**src/rtl/imem_boot_ctrl.sv**
```systemverilog
// rtl/imem_boot_ctrl.sv - instruction memory owner: program loader then CPU fetch; optional IMEM_CHECKSUM_EN
module imem_boot_ctrl #(
    parameter int IMEM_WIDTH = 32,
    parameter int IMEM_DEPTH = 256,
    parameter int ADDR_W     = $clog2(IMEM_DEPTH)
) (
    input  logic                  clk,
    input  logic                  rst,
    input  logic                  ld_start,
    input  logic                  ld_valid,
    input  logic [IMEM_WIDTH-1:0] ld_data,
    input  logic                  ld_last,
    output logic                  ld_ready,
    input  logic [31:0]           cpu_pc,
    output logic [IMEM_WIDTH-1:0] cpu_instr,
    output logic                  cpu_stall,
    output logic [ADDR_W-1:0]     mem_addr,
    output logic [IMEM_WIDTH-1:0] mem_wdata,
    output logic                  mem_we,
    input  logic [IMEM_WIDTH-1:0] mem_rdata,
    output logic                  load_done,
    output logic                  load_err,
`ifdef IMEM_CHECKSUM_EN
    output logic [IMEM_WIDTH-1:0] ld_csum,
`endif
    output logic [ADDR_W:0]       word_cnt
);

    typedef enum logic [1:0] {S_IDLE, S_LOAD, S_RUN, S_ERR} state_t;

    localparam logic [ADDR_W:0] FULL_CNT = (ADDR_W + 1)'(IMEM_DEPTH);

    state_t            state_q, state_d;
    logic [ADDR_W:0]   word_cnt_q, word_cnt_d;
    logic              load_err_q, load_err_d;
    logic              accept;
    logic [ADDR_W-1:0] wr_ptr;
    logic              unused_pc_bits;

    // The write pointer is always the low bits of the word count.
    assign wr_ptr         = word_cnt_q[ADDR_W-1:0];
    assign unused_pc_bits = ^{cpu_pc[31:ADDR_W+2], cpu_pc[1:0]};

    always_comb begin
        state_d    = state_q;
        word_cnt_d = word_cnt_q;
        load_err_d = load_err_q;
        accept     = 1'b0;
        cpu_stall  = 1'b1;
        ld_ready   = 1'b0;
        mem_we     = 1'b0;
        mem_addr   = wr_ptr;
        mem_wdata  = ld_data;
        cpu_instr  = '0;
        load_done  = 1'b0;
        case (state_q)
            S_IDLE: begin
                if (ld_start) begin
                    state_d    = S_LOAD;
                    word_cnt_d = '0;
                end
            end
            S_LOAD: begin
                ld_ready = 1'b1;
                if (ld_start) begin
                    word_cnt_d = '0;
                end else if (ld_valid) begin
                    if (word_cnt_q == FULL_CNT) begin
                        state_d    = S_ERR;
                        load_err_d = 1'b1;
                    end else begin
                        mem_we     = 1'b1;
                        accept     = 1'b1;
                        word_cnt_d = word_cnt_q + 1'b1;
                        if (ld_last) state_d = S_RUN;
                    end
                end
            end
            S_RUN: begin
                cpu_stall = 1'b0;
                load_done = 1'b1;
                mem_addr  = cpu_pc[ADDR_W+1:2];
                cpu_instr = mem_rdata;
                if (ld_start) begin
                    state_d    = S_LOAD;
                    word_cnt_d = '0;
                end
            end
            default: begin
                if (ld_start) begin
                    state_d    = S_LOAD;
                    word_cnt_d = '0;
                    load_err_d = 1'b0;
                end
            end
        endcase
    end

    always_ff @(posedge clk) begin
        if (rst) begin
            state_q    <= S_IDLE;
            word_cnt_q <= '0;
            load_err_q <= 1'b0;
        end else begin
            state_q    <= state_d;
            word_cnt_q <= word_cnt_d;
            load_err_q <= load_err_d;
        end
    end

    assign word_cnt = word_cnt_q;
    assign load_err = load_err_q;

`ifdef IMEM_CHECKSUM_EN
    logic [IMEM_WIDTH-1:0] csum_q, csum_d;

    always_comb begin
        csum_d = csum_q;
        if (ld_start)    csum_d = '0;
        else if (accept) csum_d = csum_q + ld_data;
    end

    always_ff @(posedge clk) begin
        if (rst) csum_q <= '0;
        else     csum_q <= csum_d;
    end

    assign ld_csum = csum_q;
`endif

endmodule

```
**config.mk**
```make
export PLATFORM = sky130hd
export DESIGN_NAME = imem_boot_ctrl
export DESIGN_NICKNAME = d
export VERILOG_FILES = /design/src/rtl/imem_boot_ctrl.sv
export SDC_FILE = /design/constraint.sdc
export NUM_CORES = 1
export LEC_CHECK = 0
export ABC_AREA = 0
export ABC_CLOCK_PERIOD_IN_PS = 4700
export CELL_PAD_IN_SITES_DETAIL_PLACEMENT = 1
export CELL_PAD_IN_SITES_GLOBAL_PLACEMENT = 1
export CORE_ASPECT_RATIO = 1.1
export CORE_UTILIZATION = 16
export DETAILED_ROUTE_END_ITERATION = 10
export GPL_TIMING_DRIVEN = 1
export PLACE_DENSITY = 0.83
export SLEW_MARGIN = 15
export SYNTH_ARGS = -nofsm -noshare
export SYNTH_HDL_FRONTEND = slang
export SYNTH_SLANG_ARGS = --single-unit
```
**constraint.sdc**
```tcl
create_clock -name clk -period 4.7 [get_ports clk]
set_input_delay 1.175 -clock clk [delete_from_list [all_inputs] [get_ports clk]]
set_output_delay 1.175 -clock clk [all_outputs]
set_load 0.005 [all_outputs]
```
After elaboration in Yosys (flattened, before gate mapping). Cells that the tools add are included.

Word-level logic and storage cells: 45. Register bits after elaboration: 12. Output and inout bits: 86.

Reduce and logical (&&, ||, !) cells: 9. Eq/ne operators: 6. Add/subtract/negate cells: 1. Bitwise logic cells: 1. Muxes and demuxes: 25.

Operators with widths (count): $mux 9 (5); $mux 32 (1); $mux 2 (6); $mux 1 (11); $add 9x1->9 const B (1); $eq 9x9->1 const B (1); $mux 8 (1); $ne 2x2->1 const B (3); $reduce_bool 2->1 (3); $reduce_and 5->1 (1); $reduce_and 4->1 (1); $reduce_and 3->1 (1); $reduce_bool 3->1 (1); $eq 2x1->1 const B (1); $eq 2x2->1 const B (1); $logic_not 2->1 (1); $pmux 1 s2 (1); $reduce_or 2->1 (1); $not 1->1 (1).

Logic depth before layout (Yosys ltp).
Word-level depth: 5. Gate-level depth with buffers: 7. Depth with buffers taken out: 6.

Worst setup path after synthesis. Ideal clock, no wire load.

Path type: input port to output port. From: in ld_start. To: out mem_we. Buffers on the path: 1. Cell stages on the path: 2. Required time: 3.525 ns. Data arrival time: 1.497 ns. Setup slack: 2.028 ns. Path through: buf_6 nor3_1.

Word-level cells in the longest chain between the ends: 2.

Ends and longest elaborated chain: from (decl) (line 9) `input logic ld_start,`; $mux 1 (line 65) `if (ld_start) begin`; $mux 1 (line 56) `case (state_q)`; to (decl) (line 19) `output logic mem_we,`.

No other way between the ends.

Worst setup path after layout. Same ends and word-level chain as after synthesis.

==> impl_metrics.csv <==
group,metric,value,unit
status,run_status,"finished, final reports clean",
timing,tightest_slew,467,ps
global_route,grt_usage,9.94,%
job,maxCapViolations,0,
pwr,p_sw,0.0850,mW
timing,hold_viol_final,0,
pwr,p_comb_share,33.4,%
yosys,synth_flop_cell,"dfxtp_1",
die,start_util,16.8,%
yosys,syn-cell-area,1350,um2
die,io_pins,187,
global_route,grt_pass1_wl,6.87,mm
timing,drv_slew,0,
placement,dp_hpwl,3.83,mm
cts,cts-root-buf,"clkbuf_8",
die,chipWidth,89.6,um
die,rows,34,
pwr,internal_power,0.249,mW
pwr,power_frac_seq,32.1,%
cts,postCtsSetupRepairBufs,0,
global_route,overflow,0,
critical_path,critPathTopFamily,"buffers and inverters",
critical_path,cpMostUsedCell,"clkdlybuf4s50_1",
critical_path,worst-path-buf-inv,2,
yosys,synthCells,173,
yosys,synth_nets,278,
timing,fmax,263,MHz
pwr,power.clock.fraction,34.6,%
cts,htree_levels,1,
critical_path,cp-end-kind,"output pin",
critical_path,path_cells,"clkdlybuf4s50_1 > nor3_1 > clkdlybuf4s50_1",
drt,via_per_inst,4.26,
critical_path,start_kind,"primary input",
cts,clk_latency,240,ps
cts,cts-hold-fix-buffers,0,
timing,finClkSkew,3.55,ps
yosys,synth-edff-count,0,
pwr,power,0.334,mW
cts,clk_pin_slew,60,ps
critical_path,crit_path_top_delay_cell,"clkdlybuf4s50_1",
cts,cts_resized,0,
drt,vias,1457,
critical_path,critPathMaxStageDelay,600,ps
yosys,async_reset_ff_share,0,%
drt,drtAntennaViolNets,0,
pwr,ir_drop,92.2,uV
drt,wl,4.56,mm
critical_path,crit_fanout,11,
placement,dpl.cell_count,338,
global_route,grt_use_met1,10.9,%
finish,n_fill_cell,933,
timing,finalCritPeriodShare,80.8,%
yosys,syn_area_per_cell,7.80,um2
global_route,busiest_layer,"met2",
yosys,ys_warn_count,0,
timing,slew_headroom,68.7,%
finish,utilization,27.8,%
finish,area.growth.synth_to_final,65.6,%
cts,numCtsBuffers,3,
finish,nets,340,
hold_path,hold_path_class,"register to register",
timing,period_minus_slack,3800,ps
timing,finalSetupTns,0,ps
cts,clk_path_buf_depth,2,
drt,wl_per_cell,13.3,um
placement,portBuffers,98,
die,die_area,8810,um2
critical_path,arrival,2620,ps
global_route,grt_pass1_vias,1418,
timing,finalSetupViolCount,0,
timing,rsz0062_at_grt,"false",
drt,firstDrtPassIters,4,
global_route,grt_use_met2,18.6,%
global_route,grt_antenna_before_repair,0,
critical_path,worst_ep_required_time,3520,ps
cts,cts.sinks,12,
placement,gp_congestion,0.774,
critical_path,crit_type,"primary input to output pin",
pwr,power_leakage,0.788,nW
cts,cts_tree,"built",
pwr,swShare,25.4,%
global_route,grt_use_met3,3.04,%
finish,drive_gt1_share,9.40,%
yosys,ys_seq_area_share,17.8,%
global_route,grt_max_degree,45,
yosys,ys_types,38,
drt,drc,0,
yosys,ys_seq_elements,12,
die,fp.dieH,98.3,um
die,core,8040,um2
finish,n_antenna_cell,0,
pwr,power_density,150,nW/um2
drt,drt_iter0_drc,52,
finish,final_cells,342,
[logic make-up (layout without fill, tap and decap cells)]
family          count (synthesis)  in the layout  synth area share (%)
flops                          12             12                  17.8
simple gates                   67             67                  32.2
mux                             6              6                  5.00
fa+ha+maj                       4              4                  3.71
buf+inv                        49            110                  23.8
compound gates                 35             35                  17.5
[layout by cell type, fill, tap and decap left out, types with 3 or more instances in the layout]
cell type,synthesis,final
a21oi_1,7,7
a31oi_1,6,6
a41oi_1,3,3
and2_1,32,32
clkbuf_8,0,4
clkdlybuf4s50_1,0,98
dfxtp_1,12,12
ha_1,4,4
inv_1,7,7
mux2_2,6,6
nand2_1,7,7
nand3_1,4,4
nor2_1,3,3
nor3_1,3,3
o21ai_0,7,7
o21ai_1,3,3
[per-layer routing]
metal	up-vias	routed length, um
met2	82	2180
met1	673	1780
li1	688	-
met4	0	28
met3	14	576
met5	-	0
[registers in the layout, indices dropped and copies added (netlist names)]
name / count
word_cnt: 9
load_err: 1
state_q: 2
[through the flow]
step / area (um2) / hold slack, ps / worst slack, ps
floorplan: 1350 / 469 / 2030
global placement: 2180 / 498 / 921
detailed placement: 2180 / 512 / 906
CTS: 2240 / 530 / 888
global route: 2240 / 553 / 822
finish: 2240 / 525 / 901
[power by group through the flow]
stage | logic [mW] | clock network (mW) | registers [mW]
3_5_place_dp | 0.113 | 0 | 0.110
5_1_grt | 0.124 | 0.125 | 0.108
6_report | 0.112 | 0.116 | 0.107
3_3_place_gp | 0.109 | 0 | 0.109
2_1_floorplan | 0.0643 | 0 | 0.108
4_1_cts | 0.113 | 0.121 | 0.107
[Yosys cell counts (3+ instances only)]
cell | instances | area [um2]
nor3_1 | 3 | 15.0
a31oi_1 | 6 | 37.5
mux2_2 | 6 | 67.6
and2_1 | 32 | 200
o21ai_1 | 3 | 15.0
a21oi_1 | 7 | 35.0
nand3_1 | 4 | 20.0
a41oi_1 | 3 | 26.3
inv_1 | 7 | 26.3
clkbuf_1 | 6 | 22.5
dfxtp_1 | 12 | 240
ha_1 | 4 | 50.1
nand2_1 | 7 | 26.3
buf_4 | 32 | 240
nor2_1 | 3 | 11.3
o21ai_0 | 7 | 35.0
[final cells by class]
| type | instances | area [um2] | share of cell area, % |
|---|---|---|---|
| Timing Repair Buffer | 99 | 988 | 44.2 |
| Inverter | 7 | 26.3 | 1.18 |
| Multi-Input combinational cell | 112 | 791 | 35.4 |
| Tap cell | 108 | 135 | 6.04 |
| Sequential cell | 12 | 240 | 10.7 |
| Clock buffer | 4 | 55.1 | 2.46 |
[path summary, 6_finish.rpt]
path / startpoint / to / slack (ps) / depth (start not counted)
worst min-delay path: word_cnt[8]$_SDFFE_PP0P_ / word_cnt[8]$_SDFFE_PP0P_ / 530 / 1
worst max-delay path: ld_start / mem_we / 900 / 3
worst max register to register: state_q[0]$_SDFFE_PP0P_ / word_cnt[1]$_SDFFE_PP0P_ / 2770 / 6
worst min register to register: word_cnt[8]$_SDFFE_PP0P_ / word_cnt[8]$_SDFFE_PP0P_ / 530 / 1
Power figures use the tool's default switching activity.
